<file path="src/rtl/arm_mc_pkg.sv">
// Shared types and encodings for the multicycle ARM control unit.
package arm_mc_pkg;

    typedef enum logic [3:0] {
        S_FETCH  = 4'd0,
        S_DECODE = 4'd1,
        S_MEMADR = 4'd2,
        S_MEMRD  = 4'd3,
        S_MEMWB  = 4'd4,
        S_MEMWR  = 4'd5,
        S_EXECR  = 4'd6,
        S_EXECI  = 4'd7,
        S_ALUWB  = 4'd8,
        S_BRANCH = 4'd9
    } statetype_t;

    // ALU control codes
    localparam logic [2:0] ALU_ADD = 3'b000;
    localparam logic [2:0] ALU_SUB = 3'b001;
    localparam logic [2:0] ALU_AND = 3'b010;
    localparam logic [2:0] ALU_ORR = 3'b011;
    localparam logic [2:0] ALU_EOR = 3'b100;
    localparam logic [2:0] ALU_MOV = 3'b101;

    // Condition field encodings
    localparam logic [3:0] COND_EQ = 4'b0000;
    localparam logic [3:0] COND_NE = 4'b0001;
    localparam logic [3:0] COND_CS = 4'b0010;
    localparam logic [3:0] COND_CC = 4'b0011;
    localparam logic [3:0] COND_MI = 4'b0100;
    localparam logic [3:0] COND_PL = 4'b0101;
    localparam logic [3:0] COND_VS = 4'b0110;
    localparam logic [3:0] COND_VC = 4'b0111;
    localparam logic [3:0] COND_HI = 4'b1000;
    localparam logic [3:0] COND_LS = 4'b1001;
    localparam logic [3:0] COND_GE = 4'b1010;
    localparam logic [3:0] COND_LT = 4'b1011;
    localparam logic [3:0] COND_GT = 4'b1100;
    localparam logic [3:0] COND_LE = 4'b1101;
    localparam logic [3:0] COND_AL = 4'b1110;
    localparam logic [3:0] COND_NV = 4'b1111;

    // Data-processing opcodes carried in Funct[4:1]
    localparam logic [3:0] DP_AND = 4'b0000;
    localparam logic [3:0] DP_EOR = 4'b0001;
    localparam logic [3:0] DP_SUB = 4'b0010;
    localparam logic [3:0] DP_ADD = 4'b0100;
    localparam logic [3:0] DP_CMP = 4'b1010;
    localparam logic [3:0] DP_ORR = 4'b1100;
    localparam logic [3:0] DP_MOV = 4'b1101;

    // Instruction class in Op
    localparam logic [1:0] OP_DP  = 2'b00;
    localparam logic [1:0] OP_MEM = 2'b01;
    localparam logic [1:0] OP_BR  = 2'b10;

    // Arithmetic opcodes are the only ones that produce meaningful C and V
    function automatic logic dp_is_arith(input logic [3:0] cmd);
        return (cmd == DP_ADD) | (cmd == DP_SUB) | (cmd == DP_CMP);
    endfunction

endpackage

</file>
<file path="src/rtl/cond_logic.sv">
// NZCV flag register with split NZ/CV write enables and ARM condition evaluator.
module cond_logic
    import arm_mc_pkg::*;
(
    input  logic       clk,
    input  logic       reset,
    input  logic [3:0] Cond,
    input  logic [3:0] ALUFlags,
    input  logic [1:0] FlagWrite,
    output logic [3:0] Flags,
    output logic       CondEx
);

    logic [3:0] flags_q;
    logic [3:0] flags_d;
    logic       n_s, z_s, c_s, v_s, ge_s;

    // Merge freshly computed NZ and/or CV into the held flags
    always_comb begin
        flags_d = flags_q;
        if (FlagWrite[1]) begin
            flags_d[3:2] = ALUFlags[3:2];
        end else begin
            flags_d[3:2] = flags_q[3:2];
        end
        if (FlagWrite[0]) begin
            flags_d[1:0] = ALUFlags[1:0];
        end else begin
            flags_d[1:0] = flags_q[1:0];
        end
    end

    // Flag register, cleared by reset
    always_ff @(posedge clk or posedge reset) begin
        if (reset) begin
            flags_q <= 4'b0000;
        end else begin
            flags_q <= flags_d;
        end
    end

    assign {n_s, z_s, c_s, v_s} = flags_q;
    assign ge_s                 = (n_s == v_s);
    assign Flags                = flags_q;

    // Evaluate the condition field against the held flags
    always_comb begin
        CondEx = 1'b0;
        case (Cond)
            COND_EQ: CondEx = z_s;
            COND_NE: CondEx = ~z_s;
            COND_CS: CondEx = c_s;
            COND_CC: CondEx = ~c_s;
            COND_MI: CondEx = n_s;
            COND_PL: CondEx = ~n_s;
            COND_VS: CondEx = v_s;
            COND_VC: CondEx = ~v_s;
            COND_HI: CondEx = c_s & ~z_s;
            COND_LS: CondEx = ~c_s | z_s;
            COND_GE: CondEx = ge_s;
            COND_LT: CondEx = ~ge_s;
            COND_GT: CondEx = ~z_s & ge_s;
            COND_LE: CondEx = z_s | ~ge_s;
            COND_AL: CondEx = 1'b1;
            COND_NV: CondEx = 1'b0;
            default: CondEx = 1'b0;
        endcase
    end

endmodule

</file>
<file path="src/rtl/multicycle_control.sv">
// Multicycle ARM control unit: instruction decode, Moore sequencing FSM and ALU decoder.
module multicycle_control
    import arm_mc_pkg::*;
#(
    parameter int   ALUCTRL_W = 3,
    parameter logic EN_BYTE   = 1'b1
) (
    input  logic                 clk,
    input  logic                 reset,
    input  logic [3:0]           Cond,
    input  logic [1:0]           Op,
    input  logic [5:0]           Funct,
    input  logic [3:0]           Rd,
    input  logic [3:0]           ALUFlags,
    output logic                 PCWrite,
    output logic                 MemWrite,
    output logic                 RegWrite,
    output logic                 IRWrite,
    output logic                 AdrSrc,
    output logic [1:0]           ResultSrc,
    output logic                 ALUSrcA,
    output logic [1:0]           ALUSrcB,
    output logic [1:0]           ImmSrc,
    output logic [1:0]           RegSrc,
    output logic [ALUCTRL_W-1:0] ALUControl,
    output logic                 ByteMem,
    output logic [3:0]           Flags,
    output logic                 Illegal
);

    statetype_t state_q, state_d;

    logic [3:0] dp_cmd_s;
    logic [2:0] dp_alu_s;
    logic       dp_legal_s;
    logic       instr_illegal_s;
    logic       cond_ex_s;
    logic       in_exec_s;
    logic [1:0] flag_write_s;
    logic       rd_is_pc_s;
    logic       pc_write_s, mem_write_s, reg_write_s, ir_write_s;
    logic       byte_state_s;
    logic [2:0] alu_code_s;

    assign dp_cmd_s   = Funct[4:1];
    assign rd_is_pc_s = (Rd == 4'd15);

    // ALU decoder: map the DP opcode to an ALU code and flag it legal or not
    always_comb begin
        dp_alu_s   = ALU_ADD;
        dp_legal_s = 1'b1;
        case (dp_cmd_s)
            DP_ADD:  dp_alu_s = ALU_ADD;
            DP_SUB:  dp_alu_s = ALU_SUB;
            DP_CMP:  dp_alu_s = ALU_SUB;
            DP_AND:  dp_alu_s = ALU_AND;
            DP_ORR:  dp_alu_s = ALU_ORR;
            DP_EOR: begin
                dp_alu_s   = ALU_EOR;
                dp_legal_s = (ALUCTRL_W >= 32'sd3);
            end
            DP_MOV: begin
                dp_alu_s   = ALU_MOV;
                dp_legal_s = (ALUCTRL_W >= 32'sd3);
            end
            default: dp_legal_s = 1'b0;
        endcase
    end

    assign instr_illegal_s = ((Op == OP_DP) & ~dp_legal_s) | (Op == 2'b11);

    // NZ follow any S-suffixed DP op; CV only follow the arithmetic ones
    assign in_exec_s       = (state_q == S_EXECR) | (state_q == S_EXECI);
    assign flag_write_s[1] = in_exec_s & Funct[0];
    assign flag_write_s[0] = in_exec_s & Funct[0] & dp_is_arith(dp_cmd_s);

    cond_logic u_cond_logic (
        .clk       (clk),
        .reset     (reset),
        .Cond      (Cond),
        .ALUFlags  (ALUFlags),
        .FlagWrite (flag_write_s),
        .Flags     (Flags),
        .CondEx    (cond_ex_s)
    );

    // State register
    always_ff @(posedge clk or posedge reset) begin
        if (reset) begin
            state_q <= S_FETCH;
        end else begin
            state_q <= state_d;
        end
    end

    // Next-state logic
    always_comb begin
        state_d = S_FETCH;
        case (state_q)
            S_FETCH:  state_d = S_DECODE;
            S_DECODE: begin
                if (instr_illegal_s | ~cond_ex_s) begin
                    state_d = S_FETCH;
                end else begin
                    case (Op)
                        OP_MEM:  state_d = S_MEMADR;
                        OP_BR:   state_d = S_BRANCH;
                        OP_DP:   state_d = Funct[5] ? S_EXECI : S_EXECR;
                        default: state_d = S_FETCH;
                    endcase
                end
            end
            S_MEMADR: state_d = Funct[0] ? S_MEMRD : S_MEMWR;
            S_MEMRD:  state_d = S_MEMWB;
            S_EXECR,
            S_EXECI:  state_d = (dp_cmd_s == DP_CMP) ? S_FETCH : S_ALUWB;
            default:  state_d = S_FETCH;
        endcase
    end

    // Moore datapath controls per state
    always_comb begin
        pc_write_s   = 1'b0;
        mem_write_s  = 1'b0;
        reg_write_s  = 1'b0;
        ir_write_s   = 1'b0;
        AdrSrc       = 1'b0;
        ResultSrc    = 2'b00;
        ALUSrcA      = 1'b0;
        ALUSrcB      = 2'b00;
        alu_code_s   = ALU_ADD;
        byte_state_s = 1'b0;
        case (state_q)
            S_FETCH: begin
                ir_write_s = 1'b1;
                pc_write_s = 1'b1;
                ALUSrcA    = 1'b1;
                ALUSrcB    = 2'b10;
                ResultSrc  = 2'b10;
            end
            S_DECODE: begin
                ALUSrcA   = 1'b1;
                ALUSrcB   = 2'b10;
                ResultSrc = 2'b10;
            end
            S_MEMADR: begin
                ALUSrcB      = 2'b01;
                byte_state_s = 1'b1;
            end
            S_MEMRD: begin
                AdrSrc       = 1'b1;
                byte_state_s = 1'b1;
            end
            S_MEMWB: begin
                ResultSrc    = 2'b01;
                byte_state_s = 1'b1;
                reg_write_s  = ~rd_is_pc_s;
                pc_write_s   = rd_is_pc_s;
            end
            S_MEMWR: begin
                AdrSrc       = 1'b1;
                mem_write_s  = 1'b1;
                byte_state_s = 1'b1;
            end
            S_EXECR: alu_code_s = dp_alu_s;
            S_EXECI: begin
                ALUSrcB    = 2'b01;
                alu_code_s = dp_alu_s;
            end
            S_ALUWB: begin
                reg_write_s = ~rd_is_pc_s;
                pc_write_s  = rd_is_pc_s;
            end
            S_BRANCH: begin
                ALUSrcB    = 2'b01;
                ResultSrc  = 2'b10;
                pc_write_s = 1'b1;
            end
            default: alu_code_s = ALU_ADD;
        endcase
    end

    // Immediate and register-source selects depend only on the instruction class
    always_comb begin
        ImmSrc = 2'b00;
        RegSrc = 2'b00;
        case (Op)
            OP_MEM: begin
                ImmSrc = 2'b01;
                RegSrc = 2'b10;
            end
            OP_BR: begin
                ImmSrc = 2'b10;
                RegSrc = 2'b01;
            end
            default: begin
                ImmSrc = 2'b00;
                RegSrc = 2'b00;
            end
        endcase
    end

    // Write enables are held off while reset is asserted
    assign PCWrite    = pc_write_s & ~reset;
    assign MemWrite   = mem_write_s & ~reset;
    assign RegWrite   = reg_write_s & ~reset;
    assign IRWrite    = ir_write_s & ~reset;
    assign Illegal    = (state_q == S_DECODE) & instr_illegal_s & ~reset;
    assign ByteMem    = byte_state_s & EN_BYTE & Funct[2];
    assign ALUControl = alu_code_s[ALUCTRL_W-1:0];

endmodule
</file>
<file path="config.mk">
export PLATFORM = sky130hd
export DESIGN_NAME = multicycle_control
export DESIGN_NICKNAME = d
export VERILOG_FILES = /design/src/rtl/arm_mc_pkg.sv /design/src/rtl/cond_logic.sv /design/src/rtl/multicycle_control.sv
export SDC_FILE = /design/constraint.sdc
export NUM_CORES = 1
export LEC_CHECK = 0
export CAP_MARGIN = 10
export CORE_MARGIN = 2
export CORE_UTILIZATION = 41
export CTS_CLUSTER_DIAMETER = 150
export DETAILED_ROUTE_END_ITERATION = 12
export PLACE_DENSITY_LB_ADDON = 0.25
export SYNTH_ARGS = -nofsm -noshare
export SYNTH_HDL_FRONTEND = slang
export SYNTH_SLANG_ARGS = --single-unit
</file>
<file path="constraint.sdc">
create_clock -name clk -period 4.2 [get_ports clk]
set_input_delay 1.05 -clock clk [delete_from_list [all_inputs] [get_ports clk]]
set_output_delay 1.05 -clock clk [all_outputs]
set_load 0.02 [all_outputs]
</file>
---- After elaboration in Yosys (flattened, before gate mapping) ----
Cells that the tools add are included.
storage, ports and cells
  word-level logic and storage cells ...... 101
  input bits .............................. 22
  register bits after elaboration ......... 8
  output and inout bits ................... 23
cells by class
  reduce and logical (&&, ||, !) cells .... 14
  muxes and demuxes ....................... 21
  bitwise logic cells ..................... 28
  equality and inequality tests ........... 35
operators with widths
  kind                                                             number
  4-bit == test, second input constant                             14
  4-bit by 3-bit == test with 1-bit output, second input constant  9
  4-bit by 2-bit == test with 1-bit output, second input constant  5
  4-bit case mux with 5 select lines                               1
  1-bit case mux with 16 select lines                              1
  2-bit case mux with 2 select lines                               4
  3-bit case mux with 5 select lines                               1
  1-bit bitwise AND                                                12
  4-bit by 1-bit == test with 1-bit output, second input constant  3
  4-bit zero test                                                  3
  4-bit case mux with 3 select lines                               1
  2-bit OR reduction                                               6
  1-bit inverter                                                   9
  1-bit 2-to-1 mux                                                 8
  4-bit 2-to-1 mux                                                 2
  1-bit bitwise OR                                                 7
  7-bit OR reduction                                               1
  3-bit 2-to-1 mux                                                 2
  3-bit OR reduction                                               2
  2-bit == test, second input constant                             2
  4-bit OR reduction                                               1
  2-bit by 1-bit == test with 1-bit output, second input constant  1
  2-bit zero test                                                  1
  1-bit case mux with 2 select lines                               1
  1-bit == test                                                    1

---- Depth between registers and ports, before layout ----
Gate-level depths: netlist (run 1).
  depth in word-level cells ............... 9
  mapped depth ............................ 6
  depth with buffers taken out ............ 5

---- Cells and area by module ----
From an unflattened synthesis (run 1), not the netlist that was laid out.
unflattened totals
  cell total of the unflattened synthesis .. 92
  area total of the unflattened synthesis .. 768.2 um2
modules (own cells, without submodules)
  module              sequential area each (um2)  times used  cells each  area an instance (um2)
  multicycle_control  100.1                       1           73          530.5
  cond_logic          100.1                       1           19          237.7

---- Worst setup path before layout (run 1) ----
Ideal clock, no wire load.
  kind .................................... input to output
  from .................................... input port Funct[2]
  to ...................................... output port Illegal
  arrival ................................. 2,254 ps
  required time ........................... 3,150 ps
  path buffers ............................ 1
  setup slack ............................. 896 ps
  stages .................................. 4
  path through ............................ clkbuf_1 nand2_1 a311o_1 a211oi_1
between the ends
  cells in the longest elaborated chain, start to end .. 8
  elaborated cells on any way between the ends .. 14
  classes of those cells .................. eq/ne (6); mux (1); bitwise (5); reduce/logical (2)
RTL lines
  item                                                                    line                       text
  start: declaration                                                      multicycle_control.sv:12   input logic [5:0] Funct,
  4-bit by 3-bit == test with 1-bit output, or another cell as far along  multicycle_control.sv:52   case (dp_cmd_s)
  7-bit OR reduction (no source line) (*)                                 -
  1-bit 2-to-1 mux (*)                                                    multicycle_control.sv:52
  1-bit inverter (*)                                                      multicycle_control.sv:70   assign instr_illegal_s = ((Op == OP_DP) & ~dp_legal_s) | (Op == 2'b11);
  1-bit bitwise AND (*)                                                   multicycle_control.sv:70
  1-bit bitwise OR (*)                                                    multicycle_control.sv:70
  1-bit bitwise AND (*) (2 in series)                                     multicycle_control.sv:208  assign Illegal = (state_q == S_DECODE) & instr_illegal_s & ~reset;
  end: declaration                                                        multicycle_control.sv:28   output logic Illegal
Every way passes the cells marked *; elsewhere a longest branch is shown, timed or not.

---- Final worst setup path (run 1) ----
Ends and elaborated chain as after synthesis.

==> summary.md, run 1 <==
| Metric | Value |
|---|---|
| CTS Buf Count | 3 |
| Main combinational cell family by area after synthesis | simple AND/OR/NAND/NOR gates |
| Type of the worst setup path | in -> out |
| Commonest non-fill, non-tap cell in the layout | clkdlybuf4s50_1 |
| Final setup fails | 0 |
| Max Cap Viol | 0 |
| P&R area growth vs syn | 56.3% |
| Register bit count reported by yosys | 8 |
| Full die area | 0.00242 sq mm |
| Synth Flop Type | dfrtp_1 |
| Fin Hold WS | 552 ps |
| Gr ovfl total | 0 |
| Post-synth ARST share | 100% |
| Syn avg cell area | 7.88 sq um |
| Most area-consuming cells after synthesis | dfrtp_1, mux2_1, nor2b_1 |
| CP max FO | 7 |
| Placed inst area | between 0.001 and 0.0015 sq mm |
| Cell row count | 16 |
| Clock Tree Buf Depth | 2 |
| # IOs | 45 |
| Total power | about 0.58 mW |
| Placed Cells incl. Taps | ~170 |
| Layout net count | between 150 and 200 |
| Initial Util | ~43% |
| First-pass GRT wire length | roughly 3800 um |
| 1st-pass router iterations | 4 |
| Simple-gate share of the synthesized area | around a third |
| Latest clock arrival within the worst-skew pair | around 240 ps |
| Fmax | roughly 250 MHz |
| WL/cell | ~13 um |
| Routed via count | around 930 |
| Die H | between 40 and 50 um |
| Period minus WS final | approximately 4100 ps |
| Final TNS setup | 0 ps |
| Clk slew on worst S/H paths | 50 ps |
| Mapped cell area | ~840 sq um |
| Post-DP HPWL | roughly 1800 um |
| Total GRT Usage | approximately 19% |
| Share of cells above drive strength 1 | under 10% |
| DRC | 0 |
| Initial antenna violation count | 0 |
| CTS Root Cell | clkbuf_4 |
| Pre-CTS WS | around 130 ps |
| Worst-Margin Slew | between 500 and 600 ps |
| Final worst slack | between 100 and 150 ps |
| Antenna cells | 0 |
| Unrepaired setup endpoints after global routing | false |
| Synth top area share | around a quarter |
| Vias in the first global route | 902 |
| Netlist cell types | 42 |
| Drt total wl | approximately 2200 um |
| CP Capture Type | output pin |
| Status | complete, no violations |
| Post CTS Setup Buffer Count | 0 |
| TritonCTS clock tree | built |
| Core ar. | a little under 0.002 sq mm |
| Synth Area in XOR/XNOR | under 10% |
| Post-Layout Cell Count | 174 |
| DR iter-0 viols | 18 |
| Final Instance Area | between 0.001 and 0.0015 sq mm |
| Antenna-violating nets left | 0 |
| Synth area leader | dfrtp_1 |
| Max-Slew Margin vs Limit | between 60% and 70% |
| Vias per cell | ~5.3 |
| Adder-cell share of the synthesized area | 0% |
| Most frequent cells in the layout | clkdlybuf4s50_1, nor2_1, nand2_1, nor3_1, dfrtp_1 |
| Static leakage power | 0.511 nW |
| Slack of the worst reg-to-reg path | roughly 2200 ps |
| Buffers on Ports | 44 |
| Hold_sp | u_cond_logic.Flags[0] |
| Final Wtd Congestion | about 0.85 |
| Final max-slew violation count | 0 |
| Multiplexer share of the synthesized area | approximately 6.6% |
| H-tree Lvls | 1 |
| Hold Buf Count CTS | 0 |
| Post-synthesis instance total | between 100 and 150 |
| Worst Path Required | ~3200 ps |
| VDD IR max | around 0.47 mV |
| Clock sinks | 8 |
| Clk_skew | 1.23 ps |
| Pin count of the biggest net entering global routing | 16 |
| Final core occ | about two thirds |
| Fin. Hold Viols | 0 |
| Synth Warn # | 0 |
| Compound-Gate Fraction of Synth Area | 20.1% |
| Critical path launch point | Funct[2] |
| Hold WC Path Type | reg -> reg |
| Worst R2R Start | u_cond_logic.Flags[0] |
| PD cells | 442 mW/mm^2 |
| Die X | 49.2 um |
| Post-synth EDFFs | 0 |
| Synthesized Nets | 128 |
| Seq/Total Area, Yosys | a little under a quarter |
| Startpoint types | input port |
| Post-CTS sizing | 0 |
| CP Data Arrival Time | around 3000 ps |
| Tcrit/Tclk final | a little over nine tenths |
-- worst max-delay path: stages --
cell             delay [ps]
clkdlybuf4s50_1         510
nand3b_1                210
a311o_1                 400
a211oi_1                220
clkdlybuf4s50_1         640
-- cell type report --
type | instances | area (sq um)
Tap cell | 27 | 33.8
Timing Repair Buffer | 46 | 455
Sequential cell | 8 | 200
Inverter | 5 | 18.8
Clock buffer | 3 | 22.5
Multi-Input combinational cell | 85 | 576
Fill cell | 162 | 636
-- Yosys cell counts (2+ instances only) --
| library cell | instances |
|---|---|
| a211oi_1 | 2 |
| a21oi_1 | 4 |
| and3_1 | 2 |
| buf_1 | 2 |
| buf_4 | 2 |
| clkbuf_1 | 3 |
| dfrtp_1 | 8 |
| inv_1 | 4 |
| mux2_1 | 4 |
| nand2_1 | 9 |
| nand3_1 | 3 |
| nor2_1 | 10 |
| nor2b_1 | 7 |
| nor3_1 | 8 |
| nor4_1 | 3 |
| o21ai_0 | 2 |
| o22ai_1 | 2 |
| xnor2_1 | 4 |
| xor2_1 | 4 |
-- kinds of logic (layout without fill, tap and decap cells) --
family / count (synthesis) / count (layout)
AOI/OAI and AO/OA: 20 / 20
xor gates and xnor gates: 8 / 8
buffers and inverters: 13 / 54
DFF: 8 / 8
muxes: 5 / 5
and+or+nand+nor: 52 / 52
-- power breakdown --
part	switching, mW	leakage, nW	total (mW)	internal (mW)
Combinational	0.183	0.390	0.370	0.186
Sequential	0.0527	0.108	0.153	0.100
Clock	0.0227	0.0138	0.0552	0.0325
-- registers in the layout, summed over array words and instances, names as in the netlist --
name and cells:
state_q 4, u_cond_logic.Flags 4
-- per-layer routing --
layer  track usage [%]  vias to the layer above  part of all wire (%)  wire (um)
li1                  -                      468                     -          -
met1              23.5                      429                    45        988
met2              34.2                       32                    47       1040
met3              5.52                        0                   7.5        164
met4              2.86                        0                     0          0
met5                 0                        -                     0          0
-- final timing paths --
kind                                              end  cells after the start
min in group asynchronous       u_cond_logic.Flags[2]                      2
worst min register to register  u_cond_logic.Flags[0]                      1
worst max register to register             state_q[2]                      5
worst min-delay path            u_cond_logic.Flags[0]                      1
worst max-delay path                          Illegal                      5
max in group asynchronous                  state_q[0]                      2
Note: power is estimated with default switching activity, not from simulation.
==> inputs of run 2 (changes only) <==
--- a/config.mk
+++ b/config.mk
@@ -8,9 +8,11 @@
 export CAP_MARGIN = 10
 export CORE_MARGIN = 2
 export CORE_UTILIZATION = 41
+export CTS_BUF_LIST = sky130_fd_sc_hd__clkbuf_16
 export CTS_CLUSTER_DIAMETER = 150
 export DETAILED_ROUTE_END_ITERATION = 12
 export PLACE_DENSITY_LB_ADDON = 0.25
+export SKIP_CTS_REPAIR_TIMING = 1
 export SYNTH_ARGS = -nofsm -noshare
 export SYNTH_HDL_FRONTEND = slang
 export SYNTH_SLANG_ARGS = --single-unit
==> run 2 against run 1 <==
Sequential cell count unchanged; sequential share of layout area down 0.59 points; clock power increased to 2.8 times the previous value; critical path type unchanged; cell area increased by 4.0%; first-iteration DRC count shrank 11%.
==> summary.md, run 2 (same netlist as run 1, synthesis figures left out) <==
| Metric | Value |
|---|---|
| CTS Buf Count | 3 |
| Antenna-violating nets left | 0 |
| Clk slew on worst S/H paths | about 30 ps |
| Latest clock arrival within the worst-skew pair | about 230 ps |
| Pre-CTS WS | about 130 ps |
| Post-DP HPWL | 1820 um |
| Total GRT Usage | between 20% and 30% |
| WL/cell | 13.0 um |
| Commonest non-fill, non-tap cell in the layout | clkdlybuf4s50_1 |
| Drt total wl | between 2000 and 2500 um |
| Layout net count | around 170 |
| R2R cell count | 5 |
| First-pass GRT wire length | between 3000 and 4000 um |
| Period minus WS final | between 4000 and 5000 ps |
| Final TNS setup | 0 ps |
| Hold WC Path Type | reg -> reg |
| H-tree Lvls | 1 |
| Full die area | between 0.002 and 0.0025 sq mm |
| Tcrit/Tclk final | between 90% and 100% |
| Die X | about 49 um |
| Multi-input combinational cell area | about 580 sq um |
| Final Wtd Congestion | about 0.85 |
| Worst Hold End | u_cond_logic.Flags[0] |
| Worst Path Required | 3150 ps |
| Worst R2R Start | u_cond_logic.Flags[0] |
| Static leakage power | about 0.53 nW |
| Final setup fails | 0 |
| Fin. Hold Viols | 0 |
| TritonCTS clock tree | built |
| FILL cells | roughly 160 |
| Routed via count | around 940 |
| P&R area growth vs syn | 62.6% |
| Max Cap Viol | 0 |
| # IOs | 45 |
| VDD IR max | approximately 0.5 mV |
| Gr ovfl total | 0 |
| Type of the worst setup path | in -> out |
| Final worst slack | 123 ps |
| FF/Latch Area | 200 sq um |
| Status | complete, no violations |
| Initial Util | a little over two fifths |
| Final max-slew violation count | 0 |
| Core ar. | between 0.0015 and 0.002 sq mm |
| Buffers on Ports | 44 |
| Vias per cell | roughly 5.4 |
| PD cells | 500 mW/mm^2 |
| CTS Root Cell | clkbuf_16 |
| Hold_sp | u_cond_logic.Flags[0] |
| Fmax | between 200 and 250 MHz |
| WHS Path Cells | 1 |
| DR iter-0 viols | 16 |
| CP Data Arrival Time | approximately 3000 ps |
| Cell row count | 16 |
| Unrepaired setup endpoints after global routing | false |
| Clock Tree Buf Depth | 2 |
| Worst-Margin Slew | roughly 570 ps |
| CP Capture Type | output pin |
| Clk_skew | 1.00 ps |
| Max-Slew Margin vs Limit | 61.9% |
| Vias in the first global route | slightly above 900 |
| 1st-pass router iterations | 4 |
| Startpoint types | input port |
| Worst R2R End | state_q[2] |
| DRC | 0 |
| Die H | 49.2 um |
| Clock sinks | 8 |
| Pin count of the biggest net entering global routing | 16 |
| Share of cells above drive strength 1 | under 10% |
| Most frequent cells in the layout | clkdlybuf4s50_1, nor2_1, nand2_1, nor3_1, dfrtp_1 |
| CP max FO | 7 |
| Antenna cells | 0 |
| Slack of the worst reg-to-reg path | ~2200 ps |
| Initial antenna violation count | 0 |
## run 2: layer usage
metal	global-route usage [%]	wire length [um]	vias to the layer above
met1	24.0	995	434
met3	6.13	166	0
met2	36.0	1100	34
met5	0	0	-
met4	2.86	0	0
li1	-	-	469
## run 2: how the worst max path moves through the flow
| stage | depth (start not counted) | to | start | slack (ps) |
|---|---|---|---|---|
| 6_report | 5 | Illegal | Funct[2] | 120 |
| 2_1_floorplan | 4 | Illegal | Funct[2] | 900 |
| 5_1_grt | 6 | Illegal | Funct[1] | 50 |
| 4_1_cts | 5 | Illegal | Funct[2] | 130 |
| 3_5_place_dp | 5 | Illegal | Funct[2] | 130 |
| 3_3_place_gp | 5 | Illegal | Funct[2] | 170 |
## run 2: stage by stage
stage                     util [%]  instances  hold WS [ps]  area (sq um)  power (mW)
final                         70.0        174           551          1360       0.679
after CTS                     70.0        174           562          1360       0.684
after global routing          70.0        174           596          1360       0.729
after detailed placement      66.1        171           544          1280       0.523
after floorplan                  -        106           573           836       0.370
after global placement        66.1        171           547          1280       0.515
## run 2: final cells by class
| type | instances | area share (%) |
|---|---|---|
| clock buffer | 3 | 5.52 |
| inverter | 5 | 1.38 |
| multi-input combinational | 85 | 42.4 |
| sequential | 8 | 14.7 |
| tap | 27 | 2.49 |
| timing repair buffer | 46 | 33.5 |
## run 2: critical path, cell delays in order
cell and delay [ps]:
clkdlybuf4s50_1 510, nand3b_1 210, a311o_1 400, a211oi_1 220, clkdlybuf4s50_1 640
## run 2: where the power goes
group,internal [mW],switching (mW)
logic,0.186,0.184
registers,0.100,0.0533
clock network,0.122,0.0331
total,0.409,0.270
==> inputs of run 3 (changes only) <==
--- a/config.mk
+++ b/config.mk
@@ -5,6 +5,7 @@
 export SDC_FILE = /design/constraint.sdc
 export NUM_CORES = 1
 export LEC_CHECK = 0
+export ABC_AREA = 0
 export CAP_MARGIN = 10
 export CORE_MARGIN = 2
 export CORE_UTILIZATION = 41
==> results of run 3 <==
No change in the layout: final DEF, timing and power equal those of run 2.
